### config.mk
export PLATFORM = sky130hd
export DESIGN_NAME = mmcm_phase_sweep
export DESIGN_NICKNAME = d
export VERILOG_FILES = /design/src/rtl/mmcm_phase_sweep.sv
export SDC_FILE = /design/constraint.sdc
export NUM_CORES = 1
export LEC_CHECK = 0
export CORE_MARGIN = 1.5
export CORE_UTILIZATION = 57
export CTS_BUF_LIST = sky130_fd_sc_hd__clkbuf_8
export DETAILED_ROUTE_END_ITERATION = 10
export GPL_TIMING_DRIVEN = 0
export PLACE_DENSITY = 0.83
export SETUP_SLACK_MARGIN = 0.1
export SLEW_MARGIN = 20
export SYNTH_ARGS = -nofsm -noshare
export SYNTH_HDL_FRONTEND = slang
export SYNTH_SLANG_ARGS = --single-unit
### constraint.sdc
create_clock -name clk -period 8.1 [get_ports clk]
set_clock_uncertainty 0.15 [all_clocks]
set_input_delay 0.81 -clock clk [delete_from_list [all_inputs] [get_ports clk]]
set_output_delay 0.81 -clock clk [all_outputs]
set_load 0.02 [all_outputs]
### src/rtl/mmcm_phase_sweep.sv
// Steps an MMCM phase-shift stepper through a linear sweep of absolute targets,
// waiting for each move to settle and dwelling a programmable time per point.
module mmcm_phase_sweep #(
  parameter int PHASE_WIDTH    = 32,
  parameter int COUNT_WIDTH    = 16,
  parameter int DWELL_WIDTH    = 16,
  parameter int TIMEOUT_CYCLES = 65535
) (
  input  logic                   clk,
  input  logic                   rst,
  input  logic                   start,
  input  logic                   abort,
  input  logic [PHASE_WIDTH-1:0] start_phase,
  input  logic [PHASE_WIDTH-1:0] step,
  input  logic [COUNT_WIDTH-1:0] num_points,
  input  logic [DWELL_WIDTH-1:0] dwell_cycles,
  input  logic                   return_home,
  output logic                   busy,
  output logic                   done,
  output logic                   error,
  output logic                   point_valid,
  output logic [COUNT_WIDTH-1:0] point_index,
  output logic [PHASE_WIDTH-1:0] ps_target,
  output logic                   ps_configure,
  input  logic                   ps_configured
);

  localparam int TW = $clog2(TIMEOUT_CYCLES + 1);

  typedef enum logic [3:0] {
    IDLE,
    REQ,
    WAIT_LOW,
    WAIT_HIGH,
    DWELL,
    NEXT,
    HOME_REQ,
    HOME_WAIT_LOW,
    HOME_WAIT_HIGH,
    DONE
  } state_t;

  state_t                 state;
  logic [PHASE_WIDTH-1:0] start_phase_reg;
  logic [PHASE_WIDTH-1:0] step_reg;
  logic [COUNT_WIDTH-1:0] num_points_reg;
  logic [DWELL_WIDTH-1:0] dwell_reg;
  logic                   return_home_reg;
  logic [DWELL_WIDTH-1:0] dwell_cnt;
  logic [TW-1:0]          timer;

  logic waiting;
  logic advance;
  logic timer_expired;

  // Handshake states wait on the stepper; 'advance' is the exit condition of each.
  always_comb begin
    waiting = 1'b0;
    advance = 1'b0;
    case (state)
      REQ, HOME_REQ: begin
        waiting = 1'b1;
        advance = ps_configured;
      end
      WAIT_LOW, HOME_WAIT_LOW: begin
        waiting = 1'b1;
        advance = ~ps_configured;
      end
      WAIT_HIGH, HOME_WAIT_HIGH: begin
        waiting = 1'b1;
        advance = ps_configured;
      end
      default: begin
        waiting = 1'b0;
        advance = 1'b0;
      end
    endcase
  end

  assign timer_expired = (timer == TW'(TIMEOUT_CYCLES - 1));

  always_ff @(posedge clk or posedge rst) begin
    if (rst) begin
      state           <= IDLE;
      start_phase_reg <= '0;
      step_reg        <= '0;
      num_points_reg  <= '0;
      dwell_reg       <= '0;
      return_home_reg <= 1'b0;
      dwell_cnt       <= '0;
      timer           <= '0;
      busy            <= 1'b0;
      done            <= 1'b0;
      error           <= 1'b0;
      point_valid     <= 1'b0;
      point_index     <= '0;
      ps_target       <= '0;
      ps_configure    <= 1'b0;
    end else begin
      done         <= 1'b0;
      point_valid  <= 1'b0;
      ps_configure <= 1'b0;

      if (abort) begin
        state <= IDLE;
        busy  <= 1'b0;
      end else if (waiting && !advance) begin
        if (timer_expired) begin
          error <= 1'b1;
          busy  <= 1'b0;
          state <= IDLE;
        end else begin
          timer <= timer + 1'b1;
        end
      end else begin
        case (state)
          IDLE: begin
            if (start) begin
              start_phase_reg <= start_phase;
              step_reg        <= step;
              num_points_reg  <= num_points;
              dwell_reg       <= dwell_cycles;
              return_home_reg <= return_home;
              busy            <= 1'b1;
              error           <= 1'b0;
              point_index     <= '0;
              ps_target       <= start_phase;
              timer           <= '0;
              state           <= (num_points == '0) ? DONE : REQ;
            end
          end
          REQ: begin
            ps_configure <= 1'b1;
            timer        <= '0;
            state        <= WAIT_LOW;
          end
          WAIT_LOW: begin
            timer <= '0;
            state <= WAIT_HIGH;
          end
          WAIT_HIGH: begin
            point_valid <= 1'b1;
            // Counter holds remaining cycles after this one; zero dwell still gets one cycle.
            dwell_cnt   <= (dwell_reg == '0) ? '0 : dwell_reg - 1'b1;
            state       <= DWELL;
          end
          DWELL: begin
            if (dwell_cnt == '0) begin
              state <= NEXT;
            end else begin
              dwell_cnt <= dwell_cnt - 1'b1;
            end
          end
          NEXT: begin
            timer <= '0;
            if (point_index == num_points_reg - 1'b1) begin
              if (return_home_reg) begin
                ps_target <= start_phase_reg;
                state     <= HOME_REQ;
              end else begin
                state <= DONE;
              end
            end else begin
              ps_target   <= ps_target + step_reg;
              point_index <= point_index + 1'b1;
              state       <= REQ;
            end
          end
          HOME_REQ: begin
            ps_configure <= 1'b1;
            timer        <= '0;
            state        <= HOME_WAIT_LOW;
          end
          HOME_WAIT_LOW: begin
            timer <= '0;
            state <= HOME_WAIT_HIGH;
          end
          HOME_WAIT_HIGH: begin
            timer <= '0;
            state <= DONE;
          end
          DONE: begin
            done  <= 1'b1;
            busy  <= 1'b0;
            state <= IDLE;
          end
          default: state <= IDLE;
        endcase
      end
    end
  end

endmodule

==> reports/metrics.cfg, run 1 <==
[detailed_routing]
viasPerCell=5.986
drt-met1-wl_microns=13870
dr.pass1.iters=5
final_antenna_net_count=0
drc=0
drtIter0Drc=952
wl_met2_microns=15500
wire_per_inst_microns=18.15
topRoutingLayerUsed=met4
vias=10829
wl_met3_microns=2508
drt_wl_total_microns=32840

[synthesis]
syn-cell-area_sq_um=11290
yosysSeqAreaShare_pct=41.21
yosys_warnings=0
synth_cells=1357
synth.distinct_cells=86
syn_nets=1497
avgSynthCellArea_sq_um=8.323
synth_flop_cell=dfrtp_1
async_reset_ff_share_pct=100.0
ys_ff_latch=186
synth_edf_count=0

[cts]
cts.clk_slew.worst_paths_ns=0.10
tritoncts=done
clock_tree.buffer_depth=2
htree_num_levels=4
cts_resized=0
cts.sinks=186
cts_buffers=17
cts-root-buf=clkbuf_8
insertion_delay_ns=0.49
cts_hold_buf=0
post_cts_buffers=0

[floorplanning]
die_w_microns=143.8
die_y_microns=143.8
start_util_pct=58.03
pin_count=155
core_area_sq_um=19460
row_count=51
die_area_sq_um=20670

[layout]
fin_util_pct=69.79
area_growth_pct=20.26
nets=1671
fillerInstances=1542
design_area_sq_um=13580
regArea_sq_um=4654
multiInputGateArea_sq_um=6257
layout_common_cells=nand2_1 (365), dfrtp_1 (186), clkdlybuf4s50_1 (153), nor2_1 (130), o21ai_0 (77)
diodes=0
drive_above_1_share_pct=5.570
final_common_cell=nand2_1

[pwr]
power.internal_w=0.002577
power.density_nw_per_um2=353.1
switchingPower_w=0.002219
p_seq_share_pct=33.6
p_comb_share_pct=54.1
pwr-share-clk_pct=12.3
p_sw_share_pct=46.27
ir_drop_v=0.0001989
leakage_nw=6.207

[global_routing]
grt_pass1_vias=10366
grt_first_pass_wirelength_microns=52570
antenna_found_initial=0
grt_overflow=0
grt.total_usage_pct=32.83
grt_max_degree=79

[timing]
setup_viol=0
fmax_ghz=0.2494
period_share_pct=49.51
slew_viol_final=0
fin_crit_ns=4.010
worst-slew-pin-transition_ns=1.004
hold_violations=0
rsz0062_at_grt=no
maxSlewHeadroom_pct=33.09

[worst_setup_path]
critPathMaxFanout=5
slowest_delay_ns=0.67
start_kind=flop
worstReg2RegEnd=ps_target[30]
end_kind=flop
cp_num_buf_inv=1
startpoint=ps_target[0]
r2r_start=ps_target[0]
path_cells=ha_1, inv_1, fa_1, nor2b_1, o2111ai_1, a31oi_1, o21ai_0, o31ai_1, a211o_1, a31o_2, mux2_2, a211oi_2
reg2reg_depth=12
critical_path_depth=12
path_class=reg2reg
cp_top_family=compound AO/OA/AOI/OAI gates
required_ns=8.35
slowest_stage=o31ai_1
r2r_slack_ns=4.09
crit_arrival_ns=4.26
crit_end=ps_target[30]

[outcome]
status=complete, no violations

[place]
hpwl_microns=24250
portBuffers=153
gp_congestion=0.9534
placed_area_sq_um=13220

[min_path]
min_path_type=reg2reg

[job]
max_cap_viol_count=0

-- area by class of cell --
type                            count  area share [%]
Multi-Input combinational cell   1080           46.07
Sequential cell                   186           34.27
Timing Repair Buffer              155           11.68
Tap cell                          265           2.441
Buffer                             68           2.220
Clock buffer                       17           1.723
Clock inverter                     15          0.9119
Inverter                           23          0.6909
-- worst min-delay path, stage by stage, from the launching register on --
cell and delay (ns):
dfrtp_1 0.36, nand2_1 0.05, nand2_1 0.05
-- cells in the mapped netlist, types with 8 or more instances --
cell	n	area [sq um]
a21oi_1	51	255.2
inv_1	23	86.33
and3_1	17	106.4
nor2b_1	8	50.05
or3_1	16	100.1
buf_2	10	50.05
nand2_1	365	1370
a22oi_1	8	60.06
nor4_1	11	68.82
a31oi_1	22	137.6
a21o_1	16	120.1
clkbuf_1	51	191.4
nor3_1	33	165.2
ha_1	37	462.9
dfrtp_1	186	4654
nor2_1	130	488.0
o31ai_1	17	127.6
xnor2_1	31	271.5
xor2_1	43	376.6
o21ai_0	77	385.4
nand3_1	17	85.08
a211oi_1	33	247.7
-- kinds of logic after synthesis --
logic type	count (synthesis)	synth area share, %
simple gates	664	26.72
flops	186	41.21
fa+ha+maj	38	4.276
buf+inv	91	3.434
compound gates	295	17.80
xor+xnor	74	5.738
mux	9	0.8198
-- metrics by stage --
step | instances | setup TNS (ns) | power, W | hold WS, ns | worst slack, ns
final | 1809 | 0 | 0.004796 | 0.3405 | 4.090
after detailed placement | 1777 | 0 | 0.004151 | 0.3101 | 3.693
after global placement | 1775 | -73.30 | 0.004072 | 0.2995 | -0.4097
after floorplan | 1357 | 0 | 0.003409 | 0.2874 | 2.083
after CTS | 1809 | 0 | 0.004748 | 0.3346 | 4.170
after global routing | 1809 | 0 | 0.005164 | 0.3511 | 3.937
-- layer usage --
| layer | vias to the layer above | GRT usage, % |
|---|---|---|
| li1 | 5078 | - |
| met1 | 5165 | 43.83 |
| met2 | 508 | 53.85 |
| met3 | 78 | 5.798 |
| met4 | 0 | 11.55 |
| met5 | - | 0 |
-- worst min-delay path by stage --
| stage | start | end | slack, ns | cells past startpoint |
|---|---|---|---|---|
| after floorplan | start_phase_reg[13] | start_phase_reg[13] | 0.29 | 2 |
| after global placement | start_phase_reg[20] | start_phase_reg[20] | 0.30 | 2 |
| after detailed placement | start_phase_reg[28] | start_phase_reg[28] | 0.31 | 2 |
| after CTS | start_phase_reg[28] | start_phase_reg[28] | 0.33 | 2 |
| after global routing | start_phase_reg[20] | start_phase_reg[20] | 0.35 | 2 |
| final | start_phase_reg[28] | start_phase_reg[28] | 0.34 | 2 |
-- power groups by stage --
| stage | clock network (W) | registers (W) | logic [W] |
|---|---|---|---|
| 2_1_floorplan | 0 | 0.00161 | 0.00180 |
| 5_1_grt | 0.000632 | 0.00164 | 0.00289 |
| 6_report | 0.000590 | 0.00161 | 0.00260 |
| 3_5_place_dp | 0 | 0.00161 | 0.00254 |
| 3_3_place_gp | 0 | 0.00160 | 0.00247 |
| 4_1_cts | 0.000591 | 0.00160 | 0.00256 |
Note: power is estimated with default switching activity, not from simulation.
==> run 2, diff against run 1 <==
--- a/config.mk
+++ b/config.mk
@@ -6,11 +6,11 @@
 export NUM_CORES = 1
 export LEC_CHECK = 0
 export CORE_MARGIN = 1.5
-export CORE_UTILIZATION = 57
+export CORE_UTILIZATION = 52
 export CTS_BUF_LIST = sky130_fd_sc_hd__clkbuf_8
 export DETAILED_ROUTE_END_ITERATION = 10
 export GPL_TIMING_DRIVEN = 0
-export PLACE_DENSITY = 0.83
+export PLACE_DENSITY = 0.79
 export SETUP_SLACK_MARGIN = 0.1
 export SLEW_MARGIN = 20
 export SYNTH_ARGS = -nofsm -noshare
==> constraint.sdc (replaced) <==
create_clock -name clk -period 3.3 [get_ports clk]
set_clock_uncertainty 0.15 [all_clocks]
set_input_delay 0.33 -clock clk [delete_from_list [all_inputs] [get_ports clk]]
set_output_delay 0.33 -clock clk [all_outputs]
set_load 0.02 [all_outputs]
==> reports/metrics.cfg, run 2 (synthesis results as in run 1) <==
[outcome]
status=complete, but fails checks
violations=hold timing, setup timing

[place]
portBuffers=153
dp_slack_ns=-0.6465
gp_congestion=0.9403
place_inst=1791
hpwl_microns=24630

[min_path]
min_path_type=in2async

[global_routing]
grt_use_met3_pct=5.212
grt-busiest-layer=met2
grt_pass1_vias=10738
grt_max_degree=33
use_met1_pct=42.33
grt.total_usage_pct=31.84
grt_use_met2_pct=51.54
antenna_found_initial=0
grt_overflow=0
grt_first_pass_wirelength_microns=55570

[detailed_routing]
final_antenna_net_count=0
dr.pass1.iters=8
wire_per_inst_microns=19.10
viasPerCell=5.948
drtIter0Drc=1018
drt_wl_total_microns=35850
vias=11165
drc=0

[timing]
period_share_pct=109.0
worst-slew-pin-transition_ns=0.8904
maxSlewHeadroom_pct=40.64
hold_violations=1
slew_viol_final=0
setup_viol=50
hold_ws_ns=-0.00005951
fin_ws_ns=-0.2964
fin_crit_ns=3.596
rsz0062_at_grt=yes
fmax_ghz=0.2781

[layout]
area_growth_pct=29.77
diodes=0
final_common_cell=nand2_1
nets=1729
fillerInstances=1650
drive_above_1_share_pct=13.92
stdcell_count=1877
layout_common_cells=nand2_1 (356), dfrtp_1 (183), clkdlybuf4s50_1 (153), nor2_1 (124), o21ai_0 (70)

[worst_setup_path]
end_kind=flop
required_ns=3.57
path_class=reg2reg
r2r_slack_ns=-0.30
start_kind=flop
critPathMaxFanout=8
crit_arrival_ns=3.86

[floorplanning]
core_area_sq_um=21150
die_area_sq_um=22610
pin_count=155
die_y_microns=150.4
row_count=53
start_util_pct=53.39
die_w_microns=150.4

[cts]
clock_tree.buffer_depth=2
cts.sinks=186
cts-root-buf=clkbuf_8
tritoncts=done
cts_hold_buf=0
cts.clk_slew.worst_paths_ns=0.10
htree_num_levels=4
cts_buffers=17
insertion_delay_ns=0.50

[pwr]
ir_drop_v=0.0004463
power.density_nw_per_um2=869.3
power.internal_w=0.006780
leakage_nw=6.676
p_comb_share_pct=57.0
p_sw_share_pct=46.78
p_seq_share_pct=31.2
pwr-share-clk_pct=11.8
switchingPower_w=0.005960

[job]
max_cap_viol_count=0

-- run 2: what timing repair did --
| item | in CTS | in global routing |
|---|---|---|
| setup buffers | 39 | 14 |
| setup endpoints to repair | 112 | 82 |
| pin swaps | 39 | 23 |
| cloned | 1 | 2 |
| gates resized for setup | 82 | 57 |
-- run 2: cell type report --
class                           count  area, sq um  share of cell area [%]
Clock buffer                       17        234.0                   1.596
Timing Repair Buffer              214         2126                   14.50
Clock inverter                     15        132.6                  0.9049
Inverter                           23        90.09                  0.6146
Tap cell                          275        344.1                   2.348
Sequential cell                   186         4658                   31.78
Buffer                             67        402.9                   2.749
Multi-Input combinational cell   1080         6669                   45.50
-- run 2: per-stage QoR --
stage / instance area, sq um / TNS, ns / utilization, % / power (W) / hold slack, ns
final: 14660 / -7.646 / 69.28 / 0.01274 / -0.00005951
after global routing: 14660 / -17.53 / 69.28 / 0.01360 / 0.02802
after CTS: 14340 / -0.7997 / 67.79 / 0.01230 / 0.008765
after detailed placement: 13330 / -20.24 / 63.02 / 0.01025 / 0.3052
after global placement: 13200 / -223.78 / 62.42 / 0.01003 / 0.2992
after floorplan: 11330 / 0 / - / 0.008404 / 0.2854
-- run 2: worst max-delay path, stage by stage, from the launching register on --
cell      delay [ns]
dfrtp_1         0.40
inv_1           0.12
ha_4            0.17
or4b_4          0.47
buf_8           0.17
nor4_4          0.18
o211ai_2        0.13
nor4_2          0.34
o21ai_2         0.17
buf_4           0.17
o41ai_4         0.37
a211oi_1        0.17
mux2_2          0.31
a211oi_2        0.19
-- run 2: path summary, 6_finish.rpt --
kind	startpoint	to	depth (start not counted)
setup reg to reg	num_points_reg[1]	ps_target[30]	13
hold / removal	rst	timer[7]	2
max in group asynchronous	rst	step_reg[27]	6
setup / recovery	num_points_reg[1]	ps_target[30]	13
min in group clk	abort	error	2
hold reg to reg	start_phase_reg[13]	start_phase_reg[13]	2
-- run 2: power groups by stage --
| stage | registers, W | logic [W] | clock network [W] |
|---|---|---|---|
| after floorplan | 0.00395 | 0.00445 | 0 |
| after global placement | 0.00394 | 0.00609 | 0 |
| after detailed placement | 0.00395 | 0.00630 | 0 |
| after CTS | 0.00390 | 0.00689 | 0.00151 |
| after global routing | 0.00405 | 0.00794 | 0.00161 |
| final | 0.00397 | 0.00727 | 0.00150 |
-- run 2: per-layer routing --
layer	vias to the layer above	share of wire [%]
met5	-	0
met4	0	3.6
met3	110	8.0
met2	576	47
met1	5276	41
li1	5203	-
